==> src/rtl/md_seq.sv <==
// Iterative 32-bit multiply/divide sequencer with start/busy/done handshake and EX stall.
// Optional divide datapath is built only when MD_SEQ_DIV_EN is defined.
module md_seq #(
  parameter int unsigned WIDTH = 32
) (
  input  logic             clk,
  input  logic             rst,
  input  logic             start,
  input  logic [1:0]       op,
  input  logic [WIDTH-1:0] a,
  input  logic [WIDTH-1:0] b,
  output logic             busy,
  output logic             stall,
  output logic             done,
  output logic [WIDTH-1:0] hi,
  output logic [WIDTH-1:0] lo
);

  typedef enum logic [1:0] {S_IDLE, S_CALC, S_FIX, S_DONE} state_e;

  state_e               state_q, state_d;
  logic [5:0]           cnt_q, cnt_d;
  logic [WIDTH-1:0]     opb_q, opb_d;
  logic [2*WIDTH-1:0]   acc_q, acc_d;
  logic                 sa_q, sa_d, sb_q, sb_d;
  logic [WIDTH-1:0]     hi_q, hi_d, lo_q, lo_d;

  logic                 accept;
  logic                 signed_op;
  logic [WIDTH-1:0]     a_abs, b_abs;
  logic [WIDTH:0]       mul_sum;
  logic [2*WIDTH-1:0]   mul_step;
  logic [2*WIDTH-1:0]   prod_fix;

`ifdef MD_SEQ_DIV_EN
  logic                 div_q, div_d;
  logic [WIDTH-1:0]     opa_q, opa_d;
  logic [WIDTH:0]       div_top;
  logic                 div_ge;
  logic [WIDTH-1:0]     div_diff;
  logic [2*WIDTH-1:0]   div_step;
  logic [WIDTH-1:0]     quot, rem;
`endif

  always_comb begin
    signed_op = ~op[0];
    a_abs     = (signed_op && a[WIDTH-1]) ? -a : a;
    b_abs     = (signed_op && b[WIDTH-1]) ? -b : b;
    accept    = start & ((state_q == S_IDLE) | (state_q == S_DONE));

    // Shift-add: low half holds the remaining multiplier bits, high half accumulates.
    mul_sum   = {1'b0, acc_q[2*WIDTH-1:WIDTH]} + (acc_q[0] ? {1'b0, opb_q} : '0);
    mul_step  = {mul_sum, acc_q[WIDTH-1:1]};
    prod_fix  = (sa_q ^ sb_q) ? -acc_q : acc_q;

`ifdef MD_SEQ_DIV_EN
    // Restoring divide: the shifted-out remainder MSB is kept in div_top so no bit is lost.
    div_top   = acc_q[2*WIDTH-1:WIDTH-1];
    div_ge    = (div_top >= {1'b0, opb_q});
    div_diff  = div_top[WIDTH-1:0] - opb_q;
    div_step  = div_ge ? {div_diff, acc_q[WIDTH-2:0], 1'b1}
                       : {acc_q[2*WIDTH-2:0], 1'b0};
    quot      = acc_q[WIDTH-1:0];
    rem       = acc_q[2*WIDTH-1:WIDTH];
`endif
  end

  always_comb begin
    state_d = state_q;
    cnt_d   = cnt_q;
    opb_d   = opb_q;
    acc_d   = acc_q;
    sa_d    = sa_q;
    sb_d    = sb_q;
    hi_d    = hi_q;
    lo_d    = lo_q;
`ifdef MD_SEQ_DIV_EN
    div_d   = div_q;
    opa_d   = opa_q;
`endif

    case (state_q)
      S_IDLE, S_DONE: state_d = S_IDLE;
      S_CALC: begin
        cnt_d = cnt_q + 6'd1;
`ifdef MD_SEQ_DIV_EN
        acc_d = div_q ? div_step : mul_step;
`else
        acc_d = mul_step;
`endif
        if (cnt_q == 6'(WIDTH - 1)) state_d = S_FIX;
      end
      S_FIX: begin
        state_d = S_DONE;
`ifdef MD_SEQ_DIV_EN
        if (div_q) begin
          if (opb_q == '0) begin
            lo_d = '1;
            hi_d = sa_q ? -opa_q : opa_q;
          end else begin
            lo_d = (sa_q ^ sb_q) ? -quot : quot;
            hi_d = sa_q ? -rem : rem;
          end
        end else begin
          {hi_d, lo_d} = prod_fix;
        end
`else
        {hi_d, lo_d} = prod_fix;
`endif
      end
      default: state_d = S_IDLE;
    endcase

    if (accept) begin
      sa_d  = signed_op & a[WIDTH-1];
      sb_d  = signed_op & b[WIDTH-1];
      opb_d = b_abs;
      cnt_d = '0;
      acc_d = {{WIDTH{1'b0}}, a_abs};
`ifdef MD_SEQ_DIV_EN
      opa_d   = a_abs;
      div_d   = op[1];
      state_d = S_CALC;
`else
      // Without the divide datapath a divide request completes at once, leaving hi/lo untouched.
      state_d = op[1] ? S_DONE : S_CALC;
`endif
    end
  end

  always_ff @(posedge clk or posedge rst) begin
    if (rst) begin
      state_q <= S_IDLE;
      cnt_q   <= '0;
      opb_q   <= '0;
      acc_q   <= '0;
      sa_q    <= 1'b0;
      sb_q    <= 1'b0;
      hi_q    <= '0;
      lo_q    <= '0;
`ifdef MD_SEQ_DIV_EN
      div_q   <= 1'b0;
      opa_q   <= '0;
`endif
    end else begin
      state_q <= state_d;
      cnt_q   <= cnt_d;
      opb_q   <= opb_d;
      acc_q   <= acc_d;
      sa_q    <= sa_d;
      sb_q    <= sb_d;
      hi_q    <= hi_d;
      lo_q    <= lo_d;
`ifdef MD_SEQ_DIV_EN
      div_q   <= div_d;
      opa_q   <= opa_d;
`endif
    end
  end

  assign busy  = (state_q == S_CALC) | (state_q == S_FIX);
  assign done  = (state_q == S_DONE);
  assign stall = busy | accept;
  assign hi    = hi_q;
  assign lo    = lo_q;

endmodule

==> config.mk <==
export PLATFORM = sky130hd
export DESIGN_NAME = md_seq
export DESIGN_NICKNAME = d
export VERILOG_FILES = /design/src/rtl/md_seq.sv
export SDC_FILE = /design/constraint.sdc
export NUM_CORES = 1
export LEC_CHECK = 0
export ABC_AREA = 0
export CORE_MARGIN = 2
export CORE_UTILIZATION = 50
export CTS_BUF_LIST = sky130_fd_sc_hd__clkbuf_2
export DETAILED_ROUTE_END_ITERATION = 7
export GPL_TIMING_DRIVEN = 0
export MAX_ROUTING_LAYER = met4
export PLACE_DENSITY_LB_ADDON = 0.1
export SETUP_SLACK_MARGIN = 0.2
export SLEW_MARGIN = 20
export SYNTH_ARGS = -nofsm -noshare
export SYNTH_HDL_FRONTEND = slang
export SYNTH_SLANG_ARGS = --single-unit
==> constraint.sdc <==
create_clock -name clk -period 8 [get_ports clk]
set_input_delay 2.4 -clock clk [delete_from_list [all_inputs] [get_ports clk]]
set_output_delay 2.4 -clock clk [all_outputs]
set_load 0.005 [all_outputs]
==> metrics.cfg, run 1 <==
[status]
status=completed

[finish]
seq_area_um2=4250
layout-drive-gt1-share=0.0325
stdcell_count=1792
final_area_um2=13300
fin_nets=1607
syn2layout_area_growth_pct=17.6
final_util=0.603
fillers=2024
multiInputGateArea_um2=6640

[logic_synthesis]
synth.distinct_cells=57
synth_flop_cell=dfrtp_1
yosys.area_share.adder=0.0472
ys_ff_latch=170
yosys_warnings=0
ys_seq_area_frac=0.377
synth_top_cell_by_area=dfrtp_1
synthArstFlopShare=1.00
synth_top_family_by_area=compound AO/OA/AOI/OAI gates
syn_inst=1340
synth-edff-count=0
synthTopCellsByArea=dfrtp_1 38%, xnor2_1 7.4%, a21oi_1 7.4%, nor2_1 5.2%, o21ai_0 5.0%
syn_area_per_cell_um2=8.43
synth_simple_gate_area_frac=0.190
synth_area_um2=11300
synth_top_area_frac=0.377
synth_xor_area_frac=0.117
syn_nets=1451
synthMuxAreaShare=0.0364
synth_compound_area_frac=0.197

[drt]
m1WireLength_mm=14.8
dr.pass1.iters=6
wl_mm=32.5
vias=10300
met2_length_mm=14.9
drc_errors=0
wl_per_cell_um=18.1
wl_met3_mm=1.94
drt_iter0_markers=1025
ant_nets=0
topRoutingLayerUsed=met4
via_per_inst=5.76

[worst_setup_path]
slowest_delay_ps=510
worstSetupPathType=input port to primary output
crit_chain=clkdlybuf4s50_1 -> nand2b_1 -> clkdlybuf4s50_1
start_kind=input port
cp_top_family=buffers and inverters
worstPathRequired_ps=5600
crit_fanout=4
critPathLaunch=start
crit_top_cell=clkdlybuf4s50_1
r2r_end=acc_q[61]
crit_path_end=stall
critPathCaptureType=primary output
cp_num_buf_inv=2
reg2reg_depth=13
cp.arrival_ps=3530
reg2reg_from=acc_q[0]
ff2ff_setup_slack_ps=4060
path_depth=3
critPathSlowestCell=clkdlybuf4s50_1

[place]
port_buffers=135
hpwl_mm=25.1
finalWeightedCongestion=0.965
dpl.cell_count=1757
placed_cell_area_um2=13100

[floorplan]
initial_utilization=0.513
pin_count=136
core_um2=22000
core.rowCount=54
dieWidth_um=154
die_h_um=154
die_area_um2=23800

[clock_network]
ctsHoldBuffers=0
cts.path.max_buffers=2
path_clk_slew_ps=230
clock_sinks=170
numCtsBuffers=17
htree_levels=4
cts-resized-gates=0
cts_setup_buffers=0
tritoncts=yes
clkLatencyLatePin_ps=790
root_buffer=clkbuf_2

[timing]
hold_violations=0
post-route-period-util=0.742
fmax_ghz=0.169
setup_viol_count_final=0
worst_pin_slew_ps=916
skew_ps=52.6
min_period_ps=5930
drv_slew=0
rsz0062_at_grt=no
max-slew-margin-rel=0.381

[grt]
globalRouteOverflowTotal=0
track_usage=0.285
antenna_found_initial=2
grt_max_degree=70
grt_pass1_vias=9699
grt_pass1_wl_mm=52.0

[pwr]
ir_drop_v=0.000164
leakagePower_nw=5.41
power.density_nw_per_um2=389

[min_path]
min_path_type=register to register

[flow_run]
drv_cap=0

area by class of cell:
class	instances	area share
sequential	170	0.320
clock buffer	18	0.00678
timing repair buffer	137	0.106
clock inverter	14	0.00961
buffer	72	0.0204
multi-input combinational	1065	0.500
inverter	33	0.00989
tap	280	0.0264
antenna	3	0.000565
power breakdown:
part           switching (W)  total [W]  internal (W)  leakage [nW]
sequential          0.000400    0.00167       0.00127          2.06
clock               0.000348   0.000444     0.0000962         0.126
combinational        0.00175    0.00306       0.00130          3.22
total                0.00250    0.00517       0.00267          5.41
synth_stat cells, drive strengths merged, types with 3 or more instances:
library cell,instances
dfrtp,170
a21oi,166
nor2,155
nand2,120
o21ai,113
xnor2,96
clkbuf,66
xor2,55
ha,41
and2,38
mux2i,35
inv,33
nor3,24
o31ai,24
nand4,21
a31oi,18
nor4,17
a21o,12
nor2b,12
nand2b,11
o41ai,10
or3,9
a211oi,8
o21a,8
nand3,7
buf,6
o211ai,6
and3,5
mux2,5
nand3b,5
o21bai,5
or4,5
a311oi,3
and4,3
nor4b,3
o22a,3
or2,3
layout by cell type (no fill, tap or decap), drive strengths merged, types with 12 or more instances in the layout:
| cell type | n |
|---|---|
| ha | 41 |
| nor2b | 12 |
| xnor2 | 96 |
| a21o | 12 |
| dfrtp | 170 |
| nand2 | 120 |
| xor2 | 55 |
| and2 | 38 |
| nor4 | 17 |
| o31ai | 24 |
| nand4 | 21 |
| nor2 | 155 |
| a21oi | 166 |
| mux2i | 35 |
| clkbuf | 84 |
| nor3 | 24 |
| clkdlybuf4s50 | 135 |
| a31oi | 18 |
| inv | 41 |
| o21ai | 113 |
worst min path at each step:
stage	end	depth (start not counted)	slack, ps	startpoint
after floorplan	opb_q[0]	2	440	opb_q[0]
after global placement	opb_q[3]	2	460	opb_q[3]
after detailed placement	opb_q[11]	2	460	opb_q[11]
after CTS	opb_q[11]	2	510	opb_q[11]
after global routing	opb_q[26]	2	530	opb_q[26]
final	opb_q[4]	2	500	opb_q[4]
worst min-delay path, stage by stage (launching register included):
cell and delay, ps:
dfrtp_1 390, nand2_1 40, o21ai_0 60
through the flow:
step / hold WS [ps] / worst slack (ps) / TNS (ps) / total power, W
final: 503 / 2070 / 0 / 0.00517
after global routing: 534 / 2020 / 0 / 0.00562
after CTS: 510 / 2060 / 0 / 0.00517
after detailed placement: 465 / 2080 / 0 / 0.00473
after global placement: 456 / -1330 / -222480 / 0.00467
after floorplan: 442 / 997 / 0 / 0.00358
kinds of logic (layout without fill, tap and decap cells):
| family | Yosys count | in the layout |
|---|---|---|
| other | 0 | 3 |
| XOR/XNOR | 151 | 151 |
| buffers and inverters | 105 | 274 |
| adder cells (fa/ha/maj) | 42 | 42 |
| AND/OR/NAND/NOR | 444 | 444 |
| AO/OA/AOI/OAI | 388 | 388 |
| flip-flops | 170 | 170 |
| multiplexers | 40 | 40 |
layer usage:
metal | vias to the layer above | GRT usage
met4 | 0 | 0.0873
met2 | 356 | 0.453
met1 | 4887 | 0.383
met3 | 53 | 0.0395
li1 | 5031 | -
met5 | - | -
registers in the layout (all words and copies together), names as in the netlist:
signal   count
acc_q       64
sb_q         1
sa_q         1
opb_q       32
cnt_q        6
hi          32
lo          32
state_q      2
No activity file was read; power rests on OpenSTA's default activity.
==> inputs of run 2 (changes only) <==
==> constraint.sdc (replaced) <==
create_clock -name clk -period 6.05 [get_ports clk]
set_input_delay 1.815 -clock clk [delete_from_list [all_inputs] [get_ports clk]]
set_output_delay 1.815 -clock clk [all_outputs]
set_load 0.005 [all_outputs]
==> run 2 against run 1 <==
Compared with the run above: clock power up 43%; die area unchanged; cell count about the same; flip-flop and latch count unchanged; first-iteration DRC count down 21%; non-clock buffer count up 3; sequential power up 32%; wire length up 1.3%; worst hold slack better by 3.4 ps; critical path depth unchanged; power up 33%; register-to-register slack worse by 2000 ps; critical path type unchanged.
==> metrics.cfg, run 2 (synthesis results as in run 1) <==
[status]
status=completed

[pwr]
ir_drop_v=0.000175
finalPower_w=0.00690
p_clk_frac=0.092
swShare=0.482
comb_power_share=0.588
power_switching_w=0.00333
leakagePower_nw=5.44
p_seq_frac=0.319
p_int_w=0.00357
power.density_nw_per_um2=517

[drt]
m1WireLength_mm=15.1
drt_iter0_markers=814
ant_nets=0
wl_per_cell_um=18.3
topRoutingLayerUsed=met4
met2_length_mm=15.5
drc_errors=0
vias=10300
via_per_inst=5.74
wl_met3_mm=1.73
dr.pass1.iters=5
wl_mm=32.9

[timing]
skew_ps=48.9
finalSetupTns_ps=0
setup_viol_count_final=0
rsz0062_at_grt=no
min_period_ps=4760
fin_ws_ps=1290
drv_slew=0
max-slew-margin-rel=0.357
worst_pin_slew_ps=964
hold_violations=0
fmax_ghz=0.210
post-route-period-util=0.786

[worst_setup_path]
start_kind=input port
worstPathRequired_ps=4240
critPathCaptureType=primary output
crit_fanout=4
worstSetupPathType=input port to primary output
cp.arrival_ps=2940

[clock_network]
root_buffer=clkbuf_2
htree_levels=4
tritoncts=yes
clock_sinks=170
cts-resized-gates=0
clkLatencyLatePin_ps=810
cts.path.max_buffers=2
cts_setup_buffers=0
numCtsBuffers=17
path_clk_slew_ps=240
ctsHoldBuffers=0

[finish]
fillers=2039
layout-drive-gt1-share=0.0337
syn2layout_area_growth_pct=18.1
layout_commonest_cell=dfrtp_1
final_cell_mix=170 x dfrtp_1, 166 x a21oi_1, 155 x nor2_1
top_register=acc_q
final_util=0.605
stdcell_count=1793
multiInputGateArea_um2=6640
seq_area_um2=4250
largest_reg_flops=64
fin_nets=1610

[grt]
globalRouteOverflowTotal=0
grt_pass1_wl_mm=53.0
antenna_found_initial=1
grt_pass1_vias=9784
grt_max_degree=36
track_usage=0.289

[floorplan]
initial_utilization=0.513
die_area_um2=23800
core_um2=22000
pin_count=136
die_h_um=154
dieWidth_um=154
core.rowCount=54

[flow_run]
drv_cap=0

[min_path]
min_path_type=register to register

[place]
finalWeightedCongestion=0.981
hpwl_mm=25.6
port_buffers=135
dpl.cell_count=1760
dpl_worst_slack_ps=905

[run 2: area by class of cell]
cell class,instances,area share
multi-input combinational,1065,0.498
sequential,170,0.319
timing repair buffer,140,0.109
tap,280,0.0263
buffer,72,0.0203
clock inverter,15,0.0114
inverter,33,0.00957
clock buffer,17,0.00638
antenna,1,0.000188
[run 2: through the flow]
stage / hold slack [ps] / area [um2]
global placement: 455 / 13000
detailed placement: 464 / 13100
floorplan: 442 / 11300
finish: 506 / 13300
CTS: 512 / 13300
global route: 534 / 13300
[run 2: final timing paths]
kind,endpoint,slack (ps),cells after the start,start
hold / removal,opb_q[0],510,2,opb_q[0]
setup / recovery,stall,1290,3,start
setup reg to reg,acc_q[61],2090,13,acc_q[0]
hold reg to reg,opb_q[0],510,2,opb_q[0]
max in group asynchronous,lo[1],3820,5,rst
min in group asynchronous,state_q[0],1270,2,rst
[run 2: per-layer routing]
layer  global-route usage  vias to the layer above
met5                    -                        -
met4               0.0732                        0
met3               0.0319                       41
met2                0.468                      303
met1                0.391                     4895
li1                     -                     5046
[run 2: power groups by stage]
stage / Clock (W) / Combinational, W / Sequential (W)
3_5_place_dp: 0 / 0.00403 / 0.00222
6_report: 0.000636 / 0.00406 / 0.00220
4_1_cts: 0.000642 / 0.00405 / 0.00219
3_3_place_gp: 0 / 0.00397 / 0.00221
5_1_grt: 0.000682 / 0.00453 / 0.00227
2_1_floorplan: 0 / 0.00265 / 0.00208
[run 2: worst max-delay path: stages]
cell             delay (ps)
clkdlybuf4s50_1         520
nand2b_1                120
clkdlybuf4s50_1         490
==> inputs of run 3 (changes only) <==
==> constraint.sdc (replaced) <==
create_clock -name clk -period 4.96 [get_ports clk]
set_input_delay 1.488 -clock clk [delete_from_list [all_inputs] [get_ports clk]]
set_output_delay 1.488 -clock clk [all_outputs]
set_load 0.005 [all_outputs]
==> results of run 3 <==
The final DEF is identical to that of run 2. Status: completed.
Main changes from that run: setup slack after placement 905 ps -> 142 ps; setup slack after layout 1290 ps -> 858 ps; register-to-register setup slack 2090 ps -> 1000 ps; total power 0.00690 W -> 0.00841 W; worst IR drop on VDD 0.000175 V -> 0.000213 V
